--- src/rtl/pong_frame_state_regs_if.sv ---
// Write bus from the CPU/GPIO side into the frame state register bank.
// One word per cycle, no backpressure.
interface pong_frame_state_regs_if #(
    parameter int ADDR_W = 3
);
    logic              wr_en;
    logic [ADDR_W-1:0] wr_addr;
    logic [31:0]       wr_data;

    modport master (output wr_en, wr_addr, wr_data);
    modport slave  (input  wr_en, wr_addr, wr_data);
endinterface

--- src/rtl/pong_frame_state_regs.sv ---
// Shadow/active game-state registers for the VGA renderer.
// Shadow set is copied to the active set atomically on vblank.
module pong_frame_state_regs #(
    parameter int POS_WIDTH   = 11,
    parameter int N_PADDLES   = 2,
    parameter int H_MAX       = 1024,
    parameter int V_MAX       = 768,
    parameter int PADDLE_LEN  = 96,
    parameter int AUTO_COMMIT = 0
) (
    input  logic                           clk,
    input  logic                           reset,
    pong_frame_state_regs_if.slave         bus,
    input  logic                           vblank_start,
    output logic [1:0]                     screen_mode,
    output logic [1:0]                     icon_highlighter,
    output logic [1:0]                     speed_selector,
    output logic [POS_WIDTH-1:0]           ball_xpos,
    output logic [POS_WIDTH-1:0]           ball_ypos,
    output logic [N_PADDLES*POS_WIDTH-1:0] paddle_pos,
    output logic                           commit_pending,
    output logic                           commit_done,
    output logic [15:0]                    frame_cnt
);
    localparam int ADDR_W = $clog2(N_PADDLES + 3);
    localparam int PW     = N_PADDLES * POS_WIDTH;

    localparam logic [ADDR_W-1:0] A_CTRL   = '0;
    localparam logic [ADDR_W-1:0] A_BALL   = ADDR_W'(1);
    localparam logic [ADDR_W-1:0] A_COMMIT = ADDR_W'(N_PADDLES + 2);

    localparam logic [POS_WIDTH-1:0] X_LIM = POS_WIDTH'(H_MAX - 1);
    localparam logic [POS_WIDTH-1:0] Y_LIM = POS_WIDTH'(V_MAX - 1);
    localparam logic [POS_WIDTH-1:0] P_LIM = POS_WIDTH'(V_MAX - PADDLE_LEN);

    typedef enum logic {
        IDLE,
        PENDING
    } state_t;

    function automatic logic [POS_WIDTH-1:0] clamp(
        input logic [POS_WIDTH-1:0] v,
        input logic [POS_WIDTH-1:0] lim
    );
        return (v > lim) ? lim : v;
    endfunction

    state_t state, state_nxt;
    logic   apply;
    logic   commit_wr;
    logic   unused_data;

    logic [1:0]           sh_mode, sh_icon, sh_speed;
    logic [POS_WIDTH-1:0] sh_x, sh_y;
    logic [PW-1:0]        sh_pad;

    assign commit_wr   = bus.wr_en && (bus.wr_addr == A_COMMIT);
    assign unused_data = ^bus.wr_data;

    always_ff @(posedge clk) begin
        if (reset) begin
            sh_mode  <= '0;
            sh_icon  <= '0;
            sh_speed <= '0;
            sh_x     <= '0;
            sh_y     <= '0;
            sh_pad   <= '0;
        end else if (bus.wr_en) begin
            if (bus.wr_addr == A_CTRL) begin
                sh_mode  <= bus.wr_data[31:30];
                sh_icon  <= bus.wr_data[29:28];
                sh_speed <= bus.wr_data[27:26];
            end
            if (bus.wr_addr == A_BALL) begin
                sh_x <= clamp(bus.wr_data[POS_WIDTH-1:0], X_LIM);
                sh_y <= clamp(bus.wr_data[16 +: POS_WIDTH], Y_LIM);
            end
            for (int k = 0; k < N_PADDLES; k++) begin
                if (bus.wr_addr == ADDR_W'(k + 2)) begin
                    sh_pad[k*POS_WIDTH +: POS_WIDTH] <=
                        clamp(bus.wr_data[POS_WIDTH-1:0], P_LIM);
                end
            end
        end
    end

    // Copy uses the pre-edge shadow, so a same-cycle write waits a frame.
    always_ff @(posedge clk) begin
        if (reset) begin
            screen_mode      <= '0;
            icon_highlighter <= '0;
            speed_selector   <= '0;
            ball_xpos        <= '0;
            ball_ypos        <= '0;
            paddle_pos       <= '0;
        end else if (apply) begin
            screen_mode      <= sh_mode;
            icon_highlighter <= sh_icon;
            speed_selector   <= sh_speed;
            ball_xpos        <= sh_x;
            ball_ypos        <= sh_y;
            paddle_pos       <= sh_pad;
        end
    end

    always_comb begin
        state_nxt = state;
        apply     = 1'b0;
        if (AUTO_COMMIT != 0) begin
            apply     = vblank_start;
            state_nxt = IDLE;
        end else begin
            unique case (state)
                IDLE: begin
                    if (commit_wr) state_nxt = PENDING;
                end
                PENDING: begin
                    if (vblank_start) begin
                        apply     = 1'b1;
                        state_nxt = commit_wr ? PENDING : IDLE;
                    end
                end
            endcase
        end
    end

    always_ff @(posedge clk) begin
        if (reset) begin
            state       <= IDLE;
            commit_done <= 1'b0;
            frame_cnt   <= '0;
        end else begin
            state       <= state_nxt;
            commit_done <= apply;
            if (vblank_start) frame_cnt <= frame_cnt + 16'd1;
        end
    end

    assign commit_pending = (state == PENDING);
endmodule

--- src/flat_wrapper.sv ---
// flat-port wrapper written by rule: the top's interface ports become plain ports
module pong_frame_state_regs_flat 
#(
    parameter int POS_WIDTH   = 11,
    parameter int N_PADDLES   = 2,
    parameter int H_MAX       = 1024,
    parameter int V_MAX       = 768,
    parameter int PADDLE_LEN  = 96,
    parameter int AUTO_COMMIT = 0
)
  (clk, reset, vblank_start, screen_mode, icon_highlighter, speed_selector, ball_xpos, ball_ypos, paddle_pos, commit_pending, commit_done, frame_cnt, bus_wr_en, bus_wr_addr, bus_wr_data);
  pong_frame_state_regs_if #(.ADDR_W(3)) bus_i ();
  input  logic clk;
  input  logic reset;
  input  logic vblank_start;
  output logic [1:0] screen_mode;
  output logic [1:0] icon_highlighter;
  output logic [1:0] speed_selector;
  output logic [POS_WIDTH-1:0] ball_xpos;
  output logic [POS_WIDTH-1:0] ball_ypos;
  output logic [N_PADDLES*POS_WIDTH-1:0] paddle_pos;
  output logic commit_pending;
  output logic commit_done;
  output logic [15:0] frame_cnt;
  input wire logic [$bits(bus_i.wr_en)-1:0] bus_wr_en;
  input wire logic [$bits(bus_i.wr_addr)-1:0] bus_wr_addr;
  input wire logic [$bits(bus_i.wr_data)-1:0] bus_wr_data;
  assign bus_i.wr_en = bus_wr_en;
  assign bus_i.wr_addr = bus_wr_addr;
  assign bus_i.wr_data = bus_wr_data;
  pong_frame_state_regs #(.POS_WIDTH(POS_WIDTH), .N_PADDLES(N_PADDLES), .H_MAX(H_MAX), .V_MAX(V_MAX), .PADDLE_LEN(PADDLE_LEN), .AUTO_COMMIT(AUTO_COMMIT)) u_core (.clk(clk), .reset(reset), .bus(bus_i), .vblank_start(vblank_start), .screen_mode(screen_mode), .icon_highlighter(icon_highlighter), .speed_selector(speed_selector), .ball_xpos(ball_xpos), .ball_ypos(ball_ypos), .paddle_pos(paddle_pos), .commit_pending(commit_pending), .commit_done(commit_done), .frame_cnt(frame_cnt));
endmodule
--- config.mk ---
export PLATFORM = sky130hd
export DESIGN_NAME = pong_frame_state_regs_flat
export DESIGN_NICKNAME = d
export VERILOG_FILES = /design/src/rtl/pong_frame_state_regs_if.sv /design/src/rtl/pong_frame_state_regs.sv /design/src/flat_wrapper.sv
export SDC_FILE = /design/constraint.sdc
export NUM_CORES = 1
export LEC_CHECK = 0
export ABC_CLOCK_PERIOD_IN_PS = 4500
export CAP_MARGIN = 0
export CORE_ASPECT_RATIO = 0.9
export CORE_UTILIZATION = 40
export DETAILED_ROUTE_END_ITERATION = 10
export DONT_BUFFER_PORTS = 1
export PLACE_DENSITY = 0.51
export SYNTH_ARGS = -nofsm -noshare
export SYNTH_HDL_FRONTEND = slang
export SYNTH_SLANG_ARGS = --single-unit
export TNS_END_PERCENT = 20
--- constraint.sdc ---
create_clock -name clk -period 4.5 [get_ports clk]
set_clock_uncertainty 0.1 [all_clocks]
set_input_delay 0.9 -clock clk [delete_from_list [all_inputs] [get_ports clk]]
set_output_delay 0.9 -clock clk [all_outputs]
set_load 0.05 [all_outputs]
==> results.sh <==
export IMPL_status="complete, but fails checks"
export IMPL_violations="design-rule violations"
export IMPL_avgRoutedWirePerCell_um=14.8
export IMPL_p_total_uw=2420
export IMPL_grt_first_pass_wirelength_um=15500
export IMPL_worstSkewPairLatency_ns=0.40
export IMPL_synth_distinct_cells=40
export IMPL_area_growth_synth_to_final_pct=14.3
export IMPL_synth_area_leaders="dfxtp_1 55%, nand2_1 9.4%, a21oi_1 6.5%"
export IMPL_nNetsFinal=520
export IMPL_overflow=0
export IMPL_required_ns=3.50
export IMPL_final_layout_size_suffix_gt1_share_pct=7.91
export IMPL_synth_area_mux_share_pct=2.15
export IMPL_r2r_start="u_core.commit_pending"
export IMPL_clk_pin_slew_ns=0.05
export IMPL_via_per_inst=5.07
export IMPL_vias=3154
export IMPL_ir_worst_vdd_v=0.000260
export IMPL_synth_xor_area_share_pct=2.24
export IMPL_tns_ns=0
export IMPL_cp_data_arrival_time_ns=1.16
export IMPL_relSlewSlack_pct=35.9
export IMPL_cts_tree="built"
export IMPL_crit_path_end_kind="output pin"
export IMPL_dr_pass1_iters=8
export IMPL_die_height_um=100
export IMPL_synthAdderAreaFrac_pct=0.291
export IMPL_cts_buffer_depth=2
export IMPL_max_freq_mhz=464
export IMPL_place_area_um2=4340
export IMPL_stdcell_count=622
export IMPL_hold_start="u_core.sh_x[5]"
export IMPL_grt_max_degree=111
export IMPL_numPortBuffers=0
export IMPL_rsz0062_at_grt="false"
export IMPL_drc_errors=16
export IMPL_ys_top_cells_by_count="118 x dfxtp_1, 108 x nand2_1, 73 x nor2_1"
export IMPL_worstSetupPathType="reg -> out"
export IMPL_cts_repair_resized=0
export IMPL_crit_fanout=5
export IMPL_grt_pass1_vias=3107
export IMPL_antenna_found_initial=0
export IMPL_cts_setup_buffers=0
export IMPL_ys_seq_elements=118
export IMPL_max_slew_worst_pin_slew_ns=0.958
export IMPL_slew_violations=0
export IMPL_initial_utilization_pct=41.6
export IMPL_yosysWarnings=0
export IMPL_post_synth_top_count_cell="dfxtp_1"
export IMPL_synth_compound_area_share_pct=13.7
export IMPL_cts_sinks=118
export IMPL_yosys_area_share_simple_pct=23.4
export IMPL_numCtsBuffers=17
export IMPL_core_um2=10300
export IMPL_syn_area_um2=4300
export IMPL_multi_input_area_um2=1800
export IMPL_std_cell_rows=35
export IMPL_diodes=0
export IMPL_nFillCells=1050
export IMPL_min_path_type="reg -> reg"
export IMPL_dp_cells=590
export IMPL_register_area_um2=2360
export IMPL_worst_setup_path_start_kind="register"
export IMPL_setup_viol=0
export IMPL_synthArstFlopShare_pct=0
export IMPL_dieArea_um2=11200
export IMPL_crit_start="u_core.frame_cnt[10]"
export IMPL_ys_seq_area_share_pct=54.9
export IMPL_cts_root_buffer="clkbuf_16"
export IMPL_synth_cells=492
export IMPL_drt_first_iter_violations=173
export IMPL_yosys_area_top_type="dfxtp_1"
export IMPL_synth_edf_count=0
export IMPL_ys_flop_type="dfxtp_1"
export IMPL_wl_um=9230
export IMPL_die_w_um=111
export IMPL_hold_buffers=0
export IMPL_drtAntennaViolNets=0
export IMPL_p_per_area_nw_per_um2=492
export IMPL_cap_violations=0
export IMPL_synth_top_cell_area_share_pct=54.9
export IMPL_track_usage_pct=17.9
export IMPL_fin_crit_sh_pct=47.9
export IMPL_io_pins=107
export IMPL_final_area_um2=4920
export IMPL_place_gp_congestion=0.752
export IMPL_finalHoldViolCount=0
export IMPL_p_leak_uw=0.00169
export IMPL_h_tree_depth=4
export IMPL_synth_top_family_by_area="simple AND/OR/NAND/NOR gates"
export IMPL_place_hpwl_um=5930
export IMPL_syn_area_per_cell_um2=8.74
export IMPL_syn_nets=532
export IMPL_min_period_ns=2.16
state kept, by name (all words and copies together) (netlist names):
signal                   flops
u_core.sh_y                 11
u_core.sh_speed              2
u_core.frame_cnt            16
u_core.commit_pending        1
u_core.paddle_pos           22
u_core.ball_ypos            11
u_core.commit_done           1
u_core.sh_pad               22
u_core.icon_highlighter      2
u_core.ball_xpos            11
u_core.screen_mode           2
u_core.speed_selector        2
u_core.sh_x                 11
u_core.sh_icon               2
u_core.sh_mode               2
cell usage in the layout, fill, tap and decap left out, drive strengths merged, types with 2 or more instances in the layout:
cell type  netlist  routed
dfxtp          118     118
and2             3       3
clkinv           0       6
a22o            12      12
nand3            6       6
nor4b            3       3
nor3             9       9
and4             2       2
inv              2       2
a211oi          20      20
nor2            73      73
xor2             6       6
and3             3       3
nor2b            2       2
mux2             2       2
mux2i            7       7
nor3b            3       3
xnor2            5       5
clkbuf          17      24
o21ai            2       2
a21oi           56      56
nand2          108     108
nand4            7       7
or3              2       2
bufinv           0       2
layer usage:
layer	up-vias	GRT usage [%]	wire, um
met1	1427	20.8	4060
met5	-	0	0
li1	1638	-	-
met3	12	8.15	785
met2	77	28.6	4270
met4	0	7.48	111
power by group:
| part | internal [uW] | total [uW] | leakage [uW] | switching, uW |
|---|---|---|---|---|
| Sequential | 1060 | 1080 | 0.000953 | 17.5 |
| Combinational | 18.3 | 42.8 | 0.000452 | 24.5 |
| Clock | 856 | 1300 | 0.000288 | 444 |
per-stage QoR:
step,hold WS [ns],util [%],setup slack [ns]
CTS,0.344,47.6,2.32
global placement,0.329,42.0,1.95
detailed placement,0.336,42.0,1.94
global route,0.352,47.6,2.19
floorplan,0.327,-,2.39
finish,0.343,47.6,2.34
final timing paths:
check                           slack, ns              endpoint  cells after the start
worst max-delay path                 2.34         frame_cnt[10]                      0
worst min-delay path                 0.34   u_core.ball_xpos[5]                      2
worst max register to register       2.43  u_core.paddle_pos[2]                      3
worst min register to register       0.34   u_core.ball_xpos[5]                      2
cells by family after synthesis:
kind of cell / count (synthesis)
adder cells (fa/ha/maj): 1
AND/OR/NAND/NOR: 226
AO/OA/AOI/OAI: 93
multiplexers: 9
buffers and inverters: 34
XOR/XNOR: 11
flip-flops: 118
layout make-up:
cell class,count,area share (%)
flip-flops and latches,118,48.1
multi-input cells,340,36.6
clock buffers,24,9.80
well taps,129,3.28
clock inverters,8,1.99
repair buffers,1,0.153
inverters,2,0.153
Note: power is estimated with default switching activity, not from simulation.
